### src/rtl/fetch_stage.sv
// Instruction fetch stage: owns the architectural PC, issues single
// outstanding reads to instruction memory and buffers one fetched
// instruction in an output slot drained by decode.
module fetch_stage #(
  parameter logic [15:0] RESET_PC = 16'h0000,
  parameter logic [4:0]  HALT_OPC = 5'b00000
) (
  input  logic        clk,
  input  logic        rst,
  output logic        imem_req,
  output logic [15:0] imem_addr,
  input  logic        imem_rdy,
  input  logic [15:0] imem_data,
  input  logic        stall,
  input  logic        redirect,
  input  logic [15:0] redirect_pc,
  output logic [15:0] instr,
  output logic [15:0] pc_out,
  output logic [15:0] pc_plus2,
  output logic        valid,
  output logic        halted
);

  typedef enum logic [1:0] {
    S_FETCH = 2'd0,
    S_WAIT  = 2'd1,
    S_DROP  = 2'd2,
    S_HALT  = 2'd3
  } state_t;

  state_t      state_q, state_d;
  logic [15:0] pc_q, pc_d;
  logic [15:0] instr_q, instr_d;
  logic [15:0] pc_out_q, pc_out_d;
  logic        valid_q, valid_d;
  // Address of a request whose response will be thrown away; the PC
  // already holds the redirect target while this request completes.
  logic [15:0] drop_addr_q, drop_addr_d;

  logic        req_c;
  logic [15:0] addr_c;
  logic        load_c;
  logic        slot_free_c;

  // State register and architectural registers.
  always_ff @(posedge clk) begin
    if (rst) begin
      state_q     <= S_FETCH;
      pc_q        <= RESET_PC;
      instr_q     <= 16'h0000;
      pc_out_q    <= 16'h0000;
      valid_q     <= 1'b0;
      drop_addr_q <= 16'h0000;
    end else begin
      state_q     <= state_d;
      pc_q        <= pc_d;
      instr_q     <= instr_d;
      pc_out_q    <= pc_out_d;
      valid_q     <= valid_d;
      drop_addr_q <= drop_addr_d;
    end
  end

  // Next-state, slot update and memory request generation.
  always_comb begin
    state_d     = state_q;
    pc_d        = pc_q;
    instr_d     = instr_q;
    pc_out_d    = pc_out_q;
    valid_d     = valid_q;
    drop_addr_d = drop_addr_q;
    load_c      = 1'b0;
    req_c       = 1'b0;
    addr_c      = pc_q;

    slot_free_c = !valid_q || !stall;

    // A drained slot empties unless refilled below.
    if (valid_q && !stall) begin
      valid_d = 1'b0;
    end

    case (state_q)
      S_FETCH: begin
        req_c = slot_free_c;
        if (req_c) begin
          if (imem_rdy) begin
            load_c = 1'b1;
          end else begin
            state_d = S_WAIT;
          end
        end
      end
      S_WAIT: begin
        req_c = 1'b1;
        if (imem_rdy) begin
          load_c = 1'b1;
        end
      end
      S_DROP: begin
        req_c  = 1'b1;
        addr_c = drop_addr_q;
        if (imem_rdy) begin
          state_d = S_FETCH;
        end
      end
      S_HALT: begin
        req_c = 1'b0;
      end
      default: begin
        state_d = S_FETCH;
      end
    endcase

    if (load_c) begin
      instr_d  = imem_data;
      pc_out_d = pc_q;
      valid_d  = 1'b1;
      pc_d     = pc_q + 16'd2;
      state_d  = (imem_data[15:11] == HALT_OPC) ? S_HALT : S_FETCH;
    end

    // Redirect overrides everything: flush the slot and retarget the PC.
    // Any request still unacknowledged must complete at its old address,
    // so it is tracked in DROP and its data discarded.
    if (redirect) begin
      pc_d     = redirect_pc & 16'hFFFE;
      valid_d  = 1'b0;
      instr_d  = instr_q;
      pc_out_d = pc_out_q;
      if (req_c && !imem_rdy) begin
        state_d = S_DROP;
        if (state_q != S_DROP) begin
          drop_addr_d = pc_q;
        end
      end else begin
        state_d = S_FETCH;
      end
    end
  end

  assign imem_req  = req_c;
  assign imem_addr = addr_c;
  assign instr     = instr_q;
  assign pc_out    = pc_out_q;
  assign pc_plus2  = pc_out_q + 16'd2;
  assign valid     = valid_q;
  assign halted    = (state_q == S_HALT);

endmodule

### config.mk
export PLATFORM = sky130hd
export DESIGN_NAME = fetch_stage
export DESIGN_NICKNAME = d
export VERILOG_FILES = /design/src/rtl/fetch_stage.sv
export SDC_FILE = /design/constraint.sdc
export NUM_CORES = 1
export LEC_CHECK = 0
export CAP_MARGIN = 10
export CORE_UTILIZATION = 28
export CTS_CLUSTER_DIAMETER = 150
export DETAILED_ROUTE_END_ITERATION = 6
export PLACE_DENSITY = 0.61
export SYNTH_ARGS = -nofsm -noshare
export SYNTH_HDL_FRONTEND = slang
export SYNTH_SLANG_ARGS = --single-unit
### constraint.sdc
create_clock -name clk -period 2.05 [get_ports clk]
set_clock_uncertainty 0.1 [all_clocks]
set_input_delay 0.205 -clock clk [delete_from_list [all_inputs] [get_ports clk]]
set_output_delay 0.205 -clock clk [all_outputs]
set_load 0.02 [all_outputs]
## Word level (Yosys, flattened, before mapping)

Cells that the tools add are included.

- Register bits after elaboration: 67
- Bits of input ports: 37
- Output and inout port bits: 67

- Add/sub/neg operators: 2
- Equal/unequal tests: 7
- Multiplexer cells: 17
- Bitwise operators: 1
- Reductions and logical operators: 16

Operator list:

| kind | count |
|---|---|
| 16-bit 2-to-1 mux | 3 |
| 16-bit by 2-bit adder with 16-bit output, second input constant | 2 |
| 2-bit 2-to-1 mux | 7 |
| 4-bit != test, second input constant | 3 |
| 5-bit logical NOT | 1 |
| 2-bit == test, second input constant | 2 |
| 1-bit 2-to-1 mux | 4 |
| 2-bit one-hot mux with 2 select lines | 1 |
| 4-bit AND reduction | 1 |
| 2-bit nonzero test | 2 |
| 4-bit nonzero test | 1 |
| 2-bit OR reduction | 2 |
| 1-bit logical NOT | 3 |
| 1-bit one-hot mux with 3 select lines | 1 |
| 3-bit AND reduction | 1 |
| 2-bit by 1-bit == test with 1-bit output, second input constant | 1 |
| 1-bit logical AND | 2 |
| 2-bit logical NOT | 1 |
| 2-bit != test, second input constant | 1 |
| 1-bit one-hot mux with 2 select lines | 1 |
| 2-bit AND reduction | 1 |
| 1-bit logical OR | 1 |
| 1-bit NOT | 1 |

## Longest topological paths before layout

Gate-level depths: netlist (run 1).

- Depth after elaboration: 6
- Gate-level depth with buffers: 7
- Gate-level depth less buffers: 6

## Worst setup path before layout (run 1)

No wires, ideal clock.

- Path type: reg2reg
- Start point: register state_q[0]
- End point: register drop_addr_q[10]
- Arrival: 1744 ps
- Data required time: 1822 ps
- Setup slack: 79 ps
- Cell stages (with the launch flop): 8
- Buffers on the path: 2
- Cells stage by stage: dfxtp_1 inv_1 ha_1 buf_2 nor4_4 buf_6 mux2i_1 nor2_1

- Cells in the longest elaborated chain, start to end: 5

RTL lines:

| what | line | source |
|---|---|---|
| start, declared | 31 | `state_t state_q, state_d;` |
| start signal, assigned | 55 | `state_q <= state_d;` |
| 2-bit == test or 2-bit by 1-bit == test with 1-bit output (tied branches) | 83 | `case (state_q)` |
| 2-bit OR reduction (no source line) | -- |  |
| 1-bit one-hot mux with 3 select lines | 83 |  |
| 1-bit logical AND | 131 | `if (req_c && !imem_rdy) begin` |
| 3-bit AND reduction (no source line) (*) | -- |  |
| end signal, assigned | 60 | `drop_addr_q <= drop_addr_d;` |
| end, declared | 38 | `logic [15:0] drop_addr_q, drop_addr_d;` |

Mark *: on every way between the ends. The rest lies on a longest branch, timed or not.
A chain may end at the register's enable or synchronous reset.

## Worst setup path after layout (run 1)

- Start point: register state_q[1]
- End point: register pc_q[14]

- Cells in the longest elaborated chain, start to end: 3

RTL lines:

| what | line | source |
|---|---|---|
| 2-bit by 1-bit == test with 1-bit output or 2-bit logical NOT (tied branches) | 83 |  |
| 1-bit one-hot mux with 2 select lines (*) | 83 |  |
| 2-bit nonzero test (no source line) (*) | -- |  |
| end signal, assigned | 56 | `pc_q <= pc_d;` |
| end, declared | 32 | `logic [15:0] pc_q, pc_d;` |

Marks and branches as above.

==> results of run 1 <==
==> layer usage <==
layer	part of all wire [%]	vias to the layer above	GRT usage [%]	routed length [um]
met5	0	-	0	0
met4	1.9	0	6.476	183
met3	6.1	15	3.794	579
met2	49	96	27.63	4702
met1	43	1533	19.55	4085
li1	-	1596	-	-
==> path summary, 6_finish.rpt <==
path	slack [ps]	endpoint	cells after the start	startpoint
setup / recovery	60	pc_q[14]	7	state_q[1]
hold reg to reg	360	instr[2]	2	instr[2]
hold / removal	150	drop_addr_q[11]	2	rst
setup reg to reg	60	pc_q[14]	7	state_q[1]
==> cells in the final DEF (no fill, tap or decap), types with 6 or more instances in the layout <==
cell type / Yosys / layout
sky130_fd_sc_hd__a211oi_1: 6 / 6
sky130_fd_sc_hd__a21oi_1: 33 / 33
sky130_fd_sc_hd__buf_4: 3 / 44
sky130_fd_sc_hd__clkbuf_16: 0 / 9
sky130_fd_sc_hd__clkbuf_2: 0 / 14
sky130_fd_sc_hd__clkdlybuf4s50_1: 0 / 69
sky130_fd_sc_hd__dfxtp_1: 64 / 61
sky130_fd_sc_hd__mux2_2: 14 / 14
sky130_fd_sc_hd__mux2i_1: 16 / 16
sky130_fd_sc_hd__nand2_1: 72 / 72
sky130_fd_sc_hd__nand3_1: 12 / 11
sky130_fd_sc_hd__nor2_1: 35 / 34
sky130_fd_sc_hd__o21ai_0: 7 / 7
sky130_fd_sc_hd__o31ai_1: 8 / 7
sky130_fd_sc_hd__xnor2_1: 9 / 9
sky130_fd_sc_hd__xor2_1: 7 / 7
==> stage by stage <==
stage | power [mW] | utilization, % | std cells | TNS, ps
after floorplan | 1.936 | - | 384 | 0
after global placement | 2.349 | 41.61 | 634 | -450.3
after detailed placement | 2.364 | 41.61 | 634 | -790.4
after CTS | 4.093 | 44.51 | 649 | -96.74
after global routing | 4.301 | 45.27 | 656 | -100.9
final | 4.111 | 45.27 | 656 | 0
==> logic make-up after synthesis <==
logic type / Yosys count
flip-flops: 64
other: 1
XOR/XNOR: 16
multiplexers: 30
adder cells (fa/ha/maj): 8
AO/OA/AOI/OAI: 75
buffers and inverters: 37
AND/OR/NAND/NOR: 151
==> worst reg2reg max path: cells and delay by family (launching register included) <==
kind / cells / cell delay [ps]
adder cells (fa/ha/maj): 1 / 130
AO/OA/AOI/OAI: 4 / 1050
flip-flops: 1 / 340
buffers and inverters: 2 / 240
==> what timing repair did <==
item,4_1_cts,5_1_grt
endpoints found under the setup margin,29,35
gates resized for setup,70,43
pin swaps,0,10
cloned,0,2
buffers inserted,0,5
==> Yosys cell counts, types with 2 or more instances <==
library cell               count
sky130_fd_sc_hd__nand2_1      72
sky130_fd_sc_hd__dfxtp_1      64
sky130_fd_sc_hd__nor2_1       35
sky130_fd_sc_hd__a21oi_1      33
sky130_fd_sc_hd__mux2i_1      16
sky130_fd_sc_hd__clkbuf_1     14
sky130_fd_sc_hd__mux2_2       14
sky130_fd_sc_hd__nand3_1      12
sky130_fd_sc_hd__xnor2_1       9
sky130_fd_sc_hd__a311oi_1      8
sky130_fd_sc_hd__buf_2         8
sky130_fd_sc_hd__ha_1          8
sky130_fd_sc_hd__o31ai_1       8
sky130_fd_sc_hd__inv_1         7
sky130_fd_sc_hd__o21ai_0       7
sky130_fd_sc_hd__or4_1         7
sky130_fd_sc_hd__xor2_1        7
sky130_fd_sc_hd__a211oi_1      6
sky130_fd_sc_hd__or3_1         5
sky130_fd_sc_hd__and3_1        4
sky130_fd_sc_hd__nand2b_1      4
sky130_fd_sc_hd__a32oi_1       3
sky130_fd_sc_hd__buf_4         3
sky130_fd_sc_hd__nand4_1       3
sky130_fd_sc_hd__and4_1        2
sky130_fd_sc_hd__buf_1         2
sky130_fd_sc_hd__buf_6         2
==> power groups by stage <==
stage / Clock [mW] / Combinational, mW / Sequential, mW
2_1_floorplan: 0 / 0.482 / 1.45
3_3_place_gp: 0 / 0.937 / 1.41
3_5_place_dp: 0 / 0.950 / 1.41
4_1_cts: 1.77 / 0.930 / 1.39
5_1_grt: 1.84 / 1.06 / 1.41
6_report: 1.74 / 0.974 / 1.40
==> area by class of cell <==
class | count | area, um2
Fill cell | 1105 | 6063
Multi-Input combinational cell | 285 | 1914
Sequential cell | 64 | 1285
Timing Repair Buffer | 144 | 1269
Clock buffer | 12 | 246.5
Tap cell | 140 | 175.2
Clock inverter | 3 | 90.09
Inverter | 8 | 35.03
==> sequential cells by signal, summed over array words and instances (netlist names) <==
| signal | cells |
|---|---|
| drop_addr_q | 15 |
| instr | 16 |
| pc_out | 15 |
| pc_q | 15 |
| state_q | 2 |
| valid | 1 |
==> key figures, run 1 <==
Outcome
  • Result of the run: finished clean

Global route
  • Via count of the first global-routing pass: ~3000
  • Pin count of the biggest net entering global routing: 48
  • Total gr overflow: 0
  • First-pass GRT wire length: 14.86 mm
  • Number of antenna violations at the first check in global routing: 0
  • GRT Util Overall: 16.19%

Setup path
  • Element type at the critical path end: register
  • Kind of cell with the highest combined delay on the critical path: compound AO/OA/AOI/OAI gates
  • Slowest-stage cell, CP: sky130_fd_sc_hd__o31ai_1
  • Data arrival time of the critical path: 2080 ps
  • Max Fanout on Critical Path: 6
  • Critical Path, Cell by Cell: inv_4, ha_4, a21boi_4, buf_4, o2111ai_2, o31ai_1, a311oi_2
  • Buffer and inverter count on the worst path: 2
  • Type of origin of the critical path: register
  • Path type of the worst setup path: reg -> reg
  • Worst Path Required: between 2000 and 2500 ps
  • Highest cell delay on the worst timing path: 350 ps

Power and ir drop
  • Sequential group share of total power: 33.9%
  • Power density over cell area: 819.8 mW/mm2
  • Internal Power: 2.993 mW
  • Static Leak: 1.930 nW
  • Sw Share: between 20% and 30%
  • Worst voltage drop across the vdd grid: 0.3241 mV
  • Switching power: 1.118 mW
  • Share of total power in the clock network: 42.4%
  • Share of total power in combinational logic: 23.7%

Logic synthesis
  • Share of synthesized flip-flops with an asynchronous set or reset: 0%
  • Area share of fa/ha/maj cells after synthesis: 3.089%
  • Yosys top cell area share: 39.54%
  • Xor-xnor portion of the synthesized cell area: 4.324%
  • Post-synthesis sequential element count: 64
  • Largest area contributor in the netlist: sky130_fd_sc_hd__dfxtp_1
  • Post-synthesis share of cell area spent on and, or, nand and nor gates: 21.62%
  • EDFF count, synth: 0
  • Area fraction in compound gates after synthesis: 16.10%
  • Number of warnings reported in the yosys synthesis log: 0
  • Synth top area cells: sky130_fd_sc_hd__dfxtp_1 (40%), sky130_fd_sc_hd__nand2_1 (8.3%), sky130_fd_sc_hd__a21oi_1 (5.1%)
  • Proportion of synthesized area in mux cells: between 9 and 10%
  • Cell area after technology mapping: 0.003241 mm2
  • Syn Area/Cell: 8.483 um2
  • Combinational family with the most area after synthesis: simple AND/OR/NAND/NOR gates
  • Post-Synthesis Cells: 382
  • Flip-flop cell with the highest count after synthesis: sky130_fd_sc_hd__dfxtp_1
  • Seq/Total Area, Yosys: 39.54%
  • Synth unique cells: 46

Finish
  • Post-layout instance area: 0.005015 mm2
  • Fraction of final layout cells sized beyond drive strength 1: between 20% and 30%
  • Diode insertion count for antenna repair: 0
  • Area overhead of the layout relative to synthesis: 54.75%
  • Nets: 557

Die
  • Placeable core region: 0.01108 mm2
  • Area of the die: 0.01201 mm2
  • Site Rows: 38
  • Die outline height: 109.6 um
  • IO Count: approximately 100
  • Chip Width: 109.6 um
  • Initial cell density of the core: about 29%

Drt
  • Post-route ant nets: 0
  • Iter 0 DRT Violations: 185
  • Wire per inst: between 10 and 15 um
  • Iteration count of the initial detailed-routing pass: 6
  • DR vias: 3240
  • DR vias/cell: 4.939
  • Detailed-route DRC error count: 0
  • Total wire length after detailed routing: 9.550 mm

Run
  • Number of max-capacitance violations reported: 0

Timing
  • Least setup slack across all paths after layout: 64.24 ps
  • Setup violations, final: 0
  • Final hold vios: 0
  • Slew Limit Headroom: 55.03%
  • Worst-margin pin slew: 667.5 ps
  • Unrepaired setup endpoints after global routing: yes
  • Final number of max-transition violations: 0
  • Hold Worst Slack: 149.8 ps
  • Fin crit period: between 1500 and 2000 ps
  • Maximum frequency from static timing analysis: 503.6 MHz
  • Final clock period utilization by the worst path: around 97%

Clock network
  • Max Root-Sink Buffers: 2
  • Total CTS buffers: 9
  • Cts-stage hold buffer count: 0
  • Deepest level of the CTS H-tree: 3
  • TritonCTS clock tree: built
  • Worst-Skew Late Latency: 320 ps
  • Clk root buf: sky130_fd_sc_hd__clkbuf_16
  • Clock slew at reported path FFs: 50 ps
  • TritonCTS sink count: 64

Place
  • Final HPWL DP: 6.803 mm
  • Cell area after placement: 0.004609 mm2
  • Number of input and output port buffers inserted: 99
  • Placement Setup Slack: -108.6 ps
  • Weighted congestion at the end of routability-driven global placement: between 0.7 and 0.8

Min path
  • Class of the worst hold path: in -> reg
No activity file was read; power rests on OpenSTA's default activity.
==> inputs of run 2 (changes only) <==
GPL_ROUTABILITY_DRIVEN = 0   (was not set)
SKIP_LAST_GASP = 1   (was not set)
==> run 2 against run 1 <==
- critical path depth unchanged
- die area unchanged
- sequential cell count unchanged
- final cell count up 0.15%
- critical path type unchanged
- critical endpoint unchanged
- highest routed layer unchanged
==> key figures, run 2 (synthesized netlist as in run 1, its figures left out) <==
Drt
  • DR vias/cell: 4.922
  • Detailed-route DRC error count: 0
  • Post-route ant nets: 0
  • Total wire length after detailed routing: 9.634 mm
  • Iter 0 DRT Violations: 168
  • DR vias: 3234
  • Iteration count of the initial detailed-routing pass: 4
  • Wire per inst: 14.66 um

Timing
  • Worst-margin pin slew: between 600 and 700 ps
  • Fin crit period: around 2000 ps
  • Unrepaired setup endpoints after global routing: yes
  • Maximum frequency from static timing analysis: 499.6 MHz
  • Final clock period utilization by the worst path: 97.64%
  • Final number of max-transition violations: 0
  • Sum of negative setup slack: 0 ps
  • Setup violations, final: 0
  • Slew Limit Headroom: 54.82%
  • Least setup slack across all paths after layout: between 40 and 50 ps
  • Final hold vios: 0

Setup path
  • Endpoint of the most critical setup path: pc_q[14]
  • Worst reg2reg path endpoint: pc_q[14]
  • Critical path startpoint: state_q[1]
  • Max Fanout on Critical Path: 6
  • Cell count of the worst reg-to-reg path: 7
  • Worst-case register-to-register setup slack: about 48 ps
  • Element type at the critical path end: register
  • Type of origin of the critical path: register
  • Start of the worst register-to-register path: state_q[1]
  • Path type of the worst setup path: reg -> reg
  • Data arrival time of the critical path: 2090 ps
  • Worst Path Required: 2140 ps

Clock network
  • TritonCTS sink count: 64
  • Total CTS buffers: 9
  • Deepest level of the CTS H-tree: 3
  • Clock slew at reported path FFs: 50 ps
  • Cts-stage hold buffer count: 0
  • Clk root buf: sky130_fd_sc_hd__clkbuf_16
  • TritonCTS clock tree: built
  • Worst-Skew Late Latency: 320 ps
  • Max Root-Sink Buffers: 2

Finish
  • Diode insertion count for antenna repair: 0
  • Most used cells in the layout excluding fill and tap cells: sky130_fd_sc_hd__nand2_1 (72), sky130_fd_sc_hd__clkdlybuf4s50_1 (70), sky130_fd_sc_hd__dfxtp_1 (61), sky130_fd_sc_hd__buf_4 (45), sky130_fd_sc_hd__nor2_1 (34)
  • Nets: 558
  • Max FFs per register: 16
  • Area overhead of the layout relative to synthesis: 55.17%
  • Most frequent standard cell in the layout excluding fill and tap cells: sky130_fd_sc_hd__nand2_1
  • Fraction of final layout cells sized beyond drive strength 1: between 20% and 30%

Die
  • Die outline height: 109.6 um
  • Chip Width: 109.6 um
  • IO Count: about 100
  • Placeable core region: 0.01108 mm2
  • Area of the die: 0.01201 mm2
  • Site Rows: 38
  • Initial cell density of the core: 29.25%

Global route
  • First-pass GRT wire length: about 15 mm
  • Via count of the first global-routing pass: 3088
  • GRT Util Overall: between 15 and 20%
  • Total gr overflow: 0
  • Number of antenna violations at the first check in global routing: 0
  • Pin count of the biggest net entering global routing: 48

Power and ir drop
  • Power density over cell area: 820.3 mW/mm2
  • Share of total power in combinational logic: 23.9%
  • Worst voltage drop across the vdd grid: 0.3264 mV
  • Internal Power: 3.002 mW
  • Share of total power in the clock network: 42.3%
  • Sequential group share of total power: 33.8%
  • Static Leak: 1.916 nW
  • Sw Share: 27.22%
  • Switching power: 1.123 mW

Place
  • Placement Setup Slack: -108.6 ps
  • Final HPWL DP: 6.803 mm
  • Number of input and output port buffers inserted: 99

Min path
  • Class of the worst hold path: in -> reg

Outcome
  • Result of the run: finished clean

Run
  • Number of max-capacitance violations reported: 0
[run 2: layout make-up]
type | instances | area [um2]
fill | 1105 | 6050
multi-input combinational | 285 | 1914
sequential | 64 | 1287
timing repair buffer | 145 | 1280
clock buffer | 12 | 246.5
tap | 140 | 175.2
clock inverter | 3 | 90.09
inverter | 8 | 35.03
[run 2: critical path: stages (launching register included)]
cell and delay, ps:
sky130_fd_sc_hd__dfxtp_4 350, sky130_fd_sc_hd__inv_4 70, sky130_fd_sc_hd__ha_4 130, sky130_fd_sc_hd__a21boi_4 310, sky130_fd_sc_hd__buf_4 170, sky130_fd_sc_hd__o2111ai_2 240, sky130_fd_sc_hd__o31ai_1 330, sky130_fd_sc_hd__a311oi_2 150
[run 2: timing repair]
action,in CTS,in global routing
buffers inserted,0,6
gates resized for setup,66,46
gates cloned,0,2
hold endpoints to repair,0,0
pin swaps,0,10
setup endpoints to repair,29,35
[run 2: power groups by stage]
stage	Combinational, mW	Sequential (mW)	Clock, mW
2_1_floorplan	0.482	1.45	0
3_3_place_gp	0.937	1.41	0
3_5_place_dp	0.950	1.41	0
4_1_cts	0.931	1.39	1.77
5_1_grt	1.07	1.41	1.84
6_report	0.986	1.40	1.74
[run 2: stage by stage]
step | utilization (%) | instances | power [mW] | hold WS, ps | cell area [um2]
3_3_place_gp | 41.61 | 634 | 2.349 | 342.8 | 4609
6_report | 45.39 | 657 | 4.125 | 153.7 | 5029
4_1_cts | 44.59 | 649 | 4.094 | 134.9 | 4940
2_1_floorplan | - | 384 | 1.936 | 241.0 | 3248
3_5_place_dp | 41.61 | 634 | 2.364 | 350.0 | 4609
5_1_grt | 45.39 | 657 | 4.312 | 153.7 | 5029
[run 2: per-layer routing]
layer / share of wire (%) / vias up / GRT usage [%]
met5: 0 / - / 0
met4: 1.7 / 0 / 6.476
met3: 5.6 / 13 / 3.794
met2: 50 / 90 / 27.63
met1: 43 / 1535 / 19.55
li1: - / 1596 / -
[run 2: how the worst min path moves through the flow]
| stage | start | endpoint | slack (ps) | cells past startpoint |
|---|---|---|---|---|
| finish | rst | drop_addr_q[11] | 150 | 2 |
| global placement | instr[15] | instr[15] | 340 | 2 |
| floorplan | imem_data[0] | instr[0] | 240 | 2 |
| CTS | rst | drop_addr_q[9] | 130 | 2 |
| global route | rst | drop_addr_q[11] | 150 | 2 |
| detailed placement | instr[10] | instr[10] | 350 | 2 |
